`src/rtl/ex_operand_stage.sv`:
```
// ID/EX pipeline register with execute-stage operand selection.
// Latches decoded fields, forwards results from EX/MEM and MEM/WB to resolve
// RAW hazards, and requests a one-cycle decode stall on a load-use hazard.
module ex_operand_stage #(
    parameter bit FWD_EN = 1'b1
) (
    input  logic        clk,
    input  logic        rst_n,
    input  logic        id_valid,
    input  logic [4:0]  id_rs_idx,
    input  logic [4:0]  id_rt_idx,
    input  logic [31:0] id_rs_val,
    input  logic [31:0] id_rt_val,
    input  logic [15:0] id_imm16,
    input  logic [4:0]  id_shamt,
    input  logic [3:0]  id_alu_op,
    input  logic        id_src_imm,
    input  logic        id_zext,
    input  logic        id_shift,
    input  logic [4:0]  id_dest,
    input  logic        id_reg_write,
    input  logic        id_mem_read,
    input  logic        id_mem_write,
    input  logic        stall,
    input  logic        flush,
    input  logic        exm_reg_write,
    input  logic [4:0]  exm_dest,
    input  logic [31:0] exm_result,
    input  logic        mwb_reg_write,
    input  logic [4:0]  mwb_dest,
    input  logic [31:0] mwb_result,
    output logic [31:0] alu_a,
    output logic [31:0] alu_b,
    output logic [3:0]  alu_op,
    output logic [31:0] ex_store_data,
    output logic [4:0]  ex_dest,
    output logic        ex_valid,
    output logic        ex_reg_write,
    output logic        ex_mem_read,
    output logic        ex_mem_write,
    output logic        load_use_stall
);

    typedef struct packed {
        logic        valid;
        logic        reg_write;
        logic        mem_read;
        logic        mem_write;
        logic        src_imm;
        logic        zext;
        logic        shift;
        logic [3:0]  op;
        logic [4:0]  dest;
        logic [4:0]  rs_idx;
        logic [4:0]  rt_idx;
        logic [4:0]  shamt;
        logic [31:0] rs_val;
        logic [31:0] rt_val;
        logic [15:0] imm16;
    } ex_reg_t;

    ex_reg_t     ex_q, id_d;
    logic [31:0] fwd_rs, fwd_rt, imm32;
    logic        lu_hit;

    // Pack the decode slot; control flags only count for a real instruction
    always_comb begin
        id_d           = '0;
        id_d.valid     = id_valid;
        id_d.reg_write = id_reg_write & id_valid;
        id_d.mem_read  = id_mem_read  & id_valid;
        id_d.mem_write = id_mem_write & id_valid;
        id_d.src_imm   = id_src_imm;
        id_d.zext      = id_zext;
        id_d.shift     = id_shift;
        id_d.op        = id_alu_op;
        id_d.dest      = id_dest;
        id_d.rs_idx    = id_rs_idx;
        id_d.rt_idx    = id_rt_idx;
        id_d.shamt     = id_shamt;
        id_d.rs_val    = id_rs_val;
        id_d.rt_val    = id_rt_val;
        id_d.imm16     = id_imm16;
    end

    // EX register: flush beats stall, stall beats the load-use bubble
    always_ff @(posedge clk or negedge rst_n) begin
        if (!rst_n)              ex_q <= '0;
        else if (flush)          ex_q <= '0;
        else if (stall)          ex_q <= ex_q;
        else if (load_use_stall) ex_q <= '0;
        else                     ex_q <= id_d;
    end

    // Bypass selection; EX/MEM is the younger result so it wins, r0 never forwards,
    // and an empty EX slot just shows its latched (zero after reset/bubble) values
    always_comb begin
        fwd_rs = ex_q.rs_val;
        fwd_rt = ex_q.rt_val;
        if (FWD_EN && ex_q.valid) begin
            if (ex_q.rs_idx != 5'd0 && exm_reg_write && exm_dest == ex_q.rs_idx)
                fwd_rs = exm_result;
            else if (ex_q.rs_idx != 5'd0 && mwb_reg_write && mwb_dest == ex_q.rs_idx)
                fwd_rs = mwb_result;
            if (ex_q.rt_idx != 5'd0 && exm_reg_write && exm_dest == ex_q.rt_idx)
                fwd_rt = exm_result;
            else if (ex_q.rt_idx != 5'd0 && mwb_reg_write && mwb_dest == ex_q.rt_idx)
                fwd_rt = mwb_result;
        end
    end

    // Operand muxing: shifts take rt on A and shamt on B
    always_comb begin
        imm32 = ex_q.zext ? {16'b0, ex_q.imm16} : {{16{ex_q.imm16[15]}}, ex_q.imm16};
        if (ex_q.shift) begin
            alu_a = fwd_rt;
            alu_b = {27'b0, ex_q.shamt};
        end else begin
            alu_a = fwd_rs;
            alu_b = ex_q.src_imm ? imm32 : fwd_rt;
        end
    end

    // Load-use: rt matters when it feeds B or is the store data
    always_comb begin
        lu_hit = ex_q.valid & ex_q.mem_read & (ex_q.dest != 5'd0) & id_valid &
                 ((ex_q.dest == id_rs_idx) |
                  ((ex_q.dest == id_rt_idx) & (~id_src_imm | id_mem_write)));
        load_use_stall = lu_hit & ~flush;
    end

    assign alu_op        = ex_q.op;
    assign ex_store_data = fwd_rt;
    assign ex_dest       = ex_q.dest;
    assign ex_valid      = ex_q.valid;
    assign ex_reg_write  = ex_q.reg_write;
    assign ex_mem_read   = ex_q.mem_read;
    assign ex_mem_write  = ex_q.mem_write;

endmodule

```
`config.mk`:
```
export PLATFORM = sky130hd
export DESIGN_NAME = ex_operand_stage
export DESIGN_NICKNAME = d
export VERILOG_FILES = /design/src/rtl/ex_operand_stage.sv
export SDC_FILE = /design/constraint.sdc
export NUM_CORES = 1
export LEC_CHECK = 0
export CORE_MARGIN = 3
export CORE_UTILIZATION = 48
export CTS_BUF_LIST = sky130_fd_sc_hd__clkbuf_8
export CTS_CLUSTER_DIAMETER = 120
export DETAILED_ROUTE_END_ITERATION = 10
export PLACE_DENSITY = 0.92
export SLEW_MARGIN = 0
export SYNTH_ARGS = -nofsm -noshare
export SYNTH_HDL_FRONTEND = slang
export SYNTH_SLANG_ARGS = --single-unit
```
`constraint.sdc`:
```
create_clock -name clk -period 5.45 [get_ports clk]
set_input_delay 1.09 -clock clk [delete_from_list [all_inputs] [get_ports clk]]
set_output_delay 1.09 -clock clk [all_outputs]
set_load 0.01 [all_outputs]
```
# == Word-level counts from Yosys, hierarchy flattened ==
# Index checks and enable logic that the tools add are counted.
# word_totals
register_bits,111
input_bits,191
word_cells,59
# classes
eq_ne,7
mux,13
bitwise,13
n_reduce_logical,11
# ops
operator,n
$mux W111,3
$mux W32,10
$eq A5 B5 Y1,6
$reduce_bool A5 Y1,3
$and A1 B1 Y1,9
$logic_and A1 B1 Y1,8
$ne A2 B1 Y1 const B,1
$not A1 Y1,2
$or A1 B1 Y1,2

# == Longest topological paths before layout ==
# depth
word_depth,9
mapped_depth,8

# == Worst setup path after synthesis ==
# OpenSTA, ideal clock, no wires.
# synth_path
path_kind,input -> output
from,in mwb_dest[2]
to,out alu_a[15]
arrival_time_ns,2.618
setup_slack_ns,1.742
stages,6
path_cell_list,xor2_1 nor4_1 and2_4 o21a_4 a2bb2oi_1 o22a_1
# synth_between
elab_chain_cells,6
word_cells_on_any_way,11
classes_between,eq/ne (2); mux (7); reduce/logical (2)
# synth_rtl
element,line,rtl
start: declaration,30,"input logic [4:0] mwb_dest,"
$eq A5 B5 Y1,107,else if (ex_q.rt_idx != 5'd0 && mwb_reg_write && mwb_dest == ex_q.rt_idx)
$logic_and A1 B1 Y1,107,
$mux W32,107,
$mux W32,105,if (ex_q.rt_idx != 5'd0 && exm_reg_write && exm_dest == ex_q.rt_idx)
$mux W32,100,if (FWD_EN && ex_q.valid) begin
named net ex_store_data[15],35,"output logic [31:0] ex_store_data,"
$mux W32,115,if (ex_q.shift) begin
end: declaration,32,"output logic [31:0] alu_a,"
# The timed path passes the listed nets, and every way through them passes these cells.

# == Worst setup path after layout ==
# layout_path
from,in exm_dest[2]
to,out alu_a[21]
# layout_between
elab_chain_cells,5
word_cells_on_any_way,9
classes_between,eq/ne (2); mux (5); reduce/logical (2)
# layout_rtl
element,line,rtl
start: declaration,27,"input logic [4:0] exm_dest,"
"$eq A5 B5 Y1, on equally long branches","101, 105",
"$logic_and A1 B1 Y1, on equally long branches","101, 105",
"$mux W32, on equally long branches","101, 105",
$mux W32,100,
$mux W32 *,115,
# Mark *: on every way between the ends. The rest lies on a longest branch, timed or not.

==> flow_summary.json <==
{
  "wl_per_cell_um": 23.5,
  "tightest_slew_ns": 1.23,
  "yosysTopAreaCell": "dfrtp_1",
  "grt_max_degree": 112,
  "grtUsageTotal": 0.332,
  "fin_skew_ns": 0.0101,
  "grt_pass1_vias": 7202,
  "worst_ep_required_time_ns": 4.36,
  "numPortBuffers": 300,
  "die_area_um2": 16000,
  "clock_path_buffers": 2,
  "clk_pin_slew_ns": 0.11,
  "cts_tree": "done",
  "synth_area_leaders": "dfrtp_1, a22o_1, o22ai_1, a2bb2oi_1, o2bb2ai_2",
  "synthFlopType": "dfrtp_1",
  "htreeDepth": 3,
  "drt_iter0_drc": 821,
  "power_frac_comb": 0.301,
  "p_clk_frac": 0.246,
  "cts_resized": 0,
  "met1_usage": 0.427,
  "drc": 0,
  "switching_share": 0.308,
  "core-area_um2": 14000,
  "ys_types": 50,
  "antenna_found_initial": 3,
  "cp.arrival_ns": 4.03,
  "drive_above_1_share": 0.0679,
  "rsz0062_at_grt": "false",
  "layout.cells.most_common": "clkdlybuf4s50_1",
  "start_util": 0.498,
  "p_sw_uw": 622,
  "synth_area_um2": 6990,
  "setup_tns_ns": 0,
  "gp_congestion": 0.969,
  "first_pass_iters": 5,
  "fmax_ghz": 0.195,
  "hold_buffers": 0,
  "finalCritPeriodShare": 0.939,
  "synth_nets": 908,
  "ys_ff_latch": 111,
  "relSlewSlack": 0.179,
  "synth-async-reset-ratio": 1.00,
  "fin_nets": 1158,
  "die_w_um": 127,
  "overflow": 0,
  "power.internal_uw": 1400,
  "end_kind": "output port",
  "synth_top_area_frac": 0.397,
  "status": "completed",
  "synth.avg_cell_area_um2": 9.75,
  "met2_usage": 0.526,
  "vdd_drop_max_mv": 0.170,
  "cellLeakagePower_uw": 0.00433,
  "busiest_layer": "met2",
  "cts_root_buf": "clkbuf_8",
  "detailed_place_hpwl_mm": 19.9,
  "hold_class": "register to register",
  "drv_cap": 0,
  "dp_slack_ns": 0.403,
  "via_count": 7309,
  "std_cell_rows": 43,
  "finalCriticalPeriod_ns": 5.12,
  "io_pins": 301,
  "ant_nets": 0,
  "cp-start-kind": "input port",
  "slew_violations": 0,
  "area_growth_syn_to_layout_pct": 45.8,
  "seqPwrFrac": 0.453,
  "powerDensity_nw_per_um2": 198,
  "critPathMaxFanout": 10,
  "clock_sinks": 111,
  "worst-setup-path-type": "input port to output port",
  "cts_buffers": 9,
  "grt_pass1_wl_mm": 41.6,
  "fp.dieH_um": 127,
  "setup_slack_ns": 0.332,
  "vias_per_cell": 6.33,
  "clkLatencyLatePin_ns": 0.39,
  "cts_setup_buffers": 0,
  "synth_edf_count": 0,
  "yosysWarningCount": 0,
  "finalHoldViolations": 0,
  "syn_inst": 717,
  "fill_cells": 1042,
  "routed_wl_mm": 27.2,
  "final_cell_mix": "clkdlybuf4s50_1, a22o_1, dfrtp_1",
  "grtUsageMet3": 0.0947,
  "setup_viol": 0,
  "final_util": 0.726,
  "yosysSeqAreaShare": 0.397
}
[critical path, cell delays in order]
cell,delay [ns]
clkdlybuf4s50_1,0.52
xnor2_1,0.14
nand4_1,0.17
nor3_2,0.55
buf_4,0.30
nand2_1,0.07
a21boi_0,0.32
a2bb2oi_1,0.29
clkdlybuf4s50_1,0.58
[synthesized netlist by cell type (2+ instances only)]
cell type and number:
buf_6 5, buf_2 21, a2bb2oi_1 22, xnor2_1 18, o211a_1 2, o21ai_0 2, nor3_1 12, a21boi_0 11
a22o_1 117, nor2b_1 10, a21o_1 22, o2bb2ai_2 12, o2bb2ai_1 9, o211ai_2 2, or4_1 2, nand2b_1 10
nand4_1 3, buf_4 14, a31oi_1 2, mux2i_1 10, xor2_1 12, a211o_1 9, nor4_1 2, o21a_1 11
nor2_1 22, clkbuf_1 43, a21oi_1 32, nand2_1 29, dfrtp_1 111, nand3_1 23, o22ai_1 45, o21ai_1 10
a32o_1 4, a21boi_1 11, a221oi_1 9, inv_1 24
[metal layers]
metal | vias up | share of wire
li1 | 3237 | -
met1 | 3508 | 0.39
met2 | 477 | 0.47
met3 | 85 | 0.10
met4 | 2 | 0.043
met5 | - | 0.00074
[sequential cells by signal (all words and copies together) (netlist names)]
name and flops:
ex_q 98, ex_dest 5, alu_op 4, ex_mem_read 1, ex_mem_write 1, ex_reg_write 1, ex_valid 1
[cell families (layout without fill, tap and decap cells)]
kind of cell | count (synthesis) | after routing | share of synthesized area
AO/OA/AOI/OAI | 339 | 339 | 0.390
multiplexers | 10 | 10 | 0.0143
AND/OR/NAND/NOR | 120 | 120 | 0.0866
buffers and inverters | 107 | 362 | 0.0741
XOR/XNOR | 30 | 30 | 0.0376
other | 0 | 2 | 0
flip-flops | 111 | 111 | 0.397
[metrics by stage]
stage	power (uW)	cell area, um^2	hold slack [ns]	instances
3_3_place_gp	1530	9990	0.476	1136
5_1_grt	2120	10200	0.531	1154
2_1_floorplan	1170	6990	0.464	717
6_report	2020	10200	0.518	1154
4_1_cts	2040	10200	0.523	1152
3_5_place_dp	1540	9990	0.491	1136
[final cells by class]
| class | count | area [um^2] | area share |
|---|---|---|---|
| Inverter | 24 | 90.1 | 0.00884 |
| Multi-Input combinational cell | 499 | 3720 | 0.365 |
| Clock buffer | 10 | 138 | 0.0135 |
| Sequential cell | 111 | 2780 | 0.273 |
| Antenna cell | 2 | 5.00 | 0.000491 |
| Clock inverter | 6 | 56.3 | 0.00553 |
| Tap cell | 180 | 225 | 0.0221 |
| Timing Repair Buffer | 322 | 3180 | 0.312 |
[final timing paths]
check | from | to | slack [ns] | cells past startpoint
min in group asynchronous | rst_n | ex_q[40]$_DFFE_PN0P_ | 0.83 | 1
min | ex_q[14]$_DFFE_PN0P_ | ex_q[14]$_DFFE_PN0P_ | 0.52 | 1
min reg2reg | ex_q[14]$_DFFE_PN0P_ | ex_q[14]$_DFFE_PN0P_ | 0.52 | 1
max reg2reg | ex_dest[3]$_DFFE_PN0P_ | ex_mem_write$_DFFE_PN0P_ | 2.79 | 5
max | exm_dest[2] | alu_a[21] | 0.33 | 9
max in group asynchronous | rst_n | ex_valid$_DFFE_PN0P_ | 3.50 | 2
[power groups by stage]
stage	registers [uW]	clock network, uW	logic [uW]
floorplan	911	0	260
global placement	930	0	596
CTS	916	514	608
detailed placement	932	0	605
global route	923	544	649
finish	917	497	608
(Power assumes the default switching activity.)
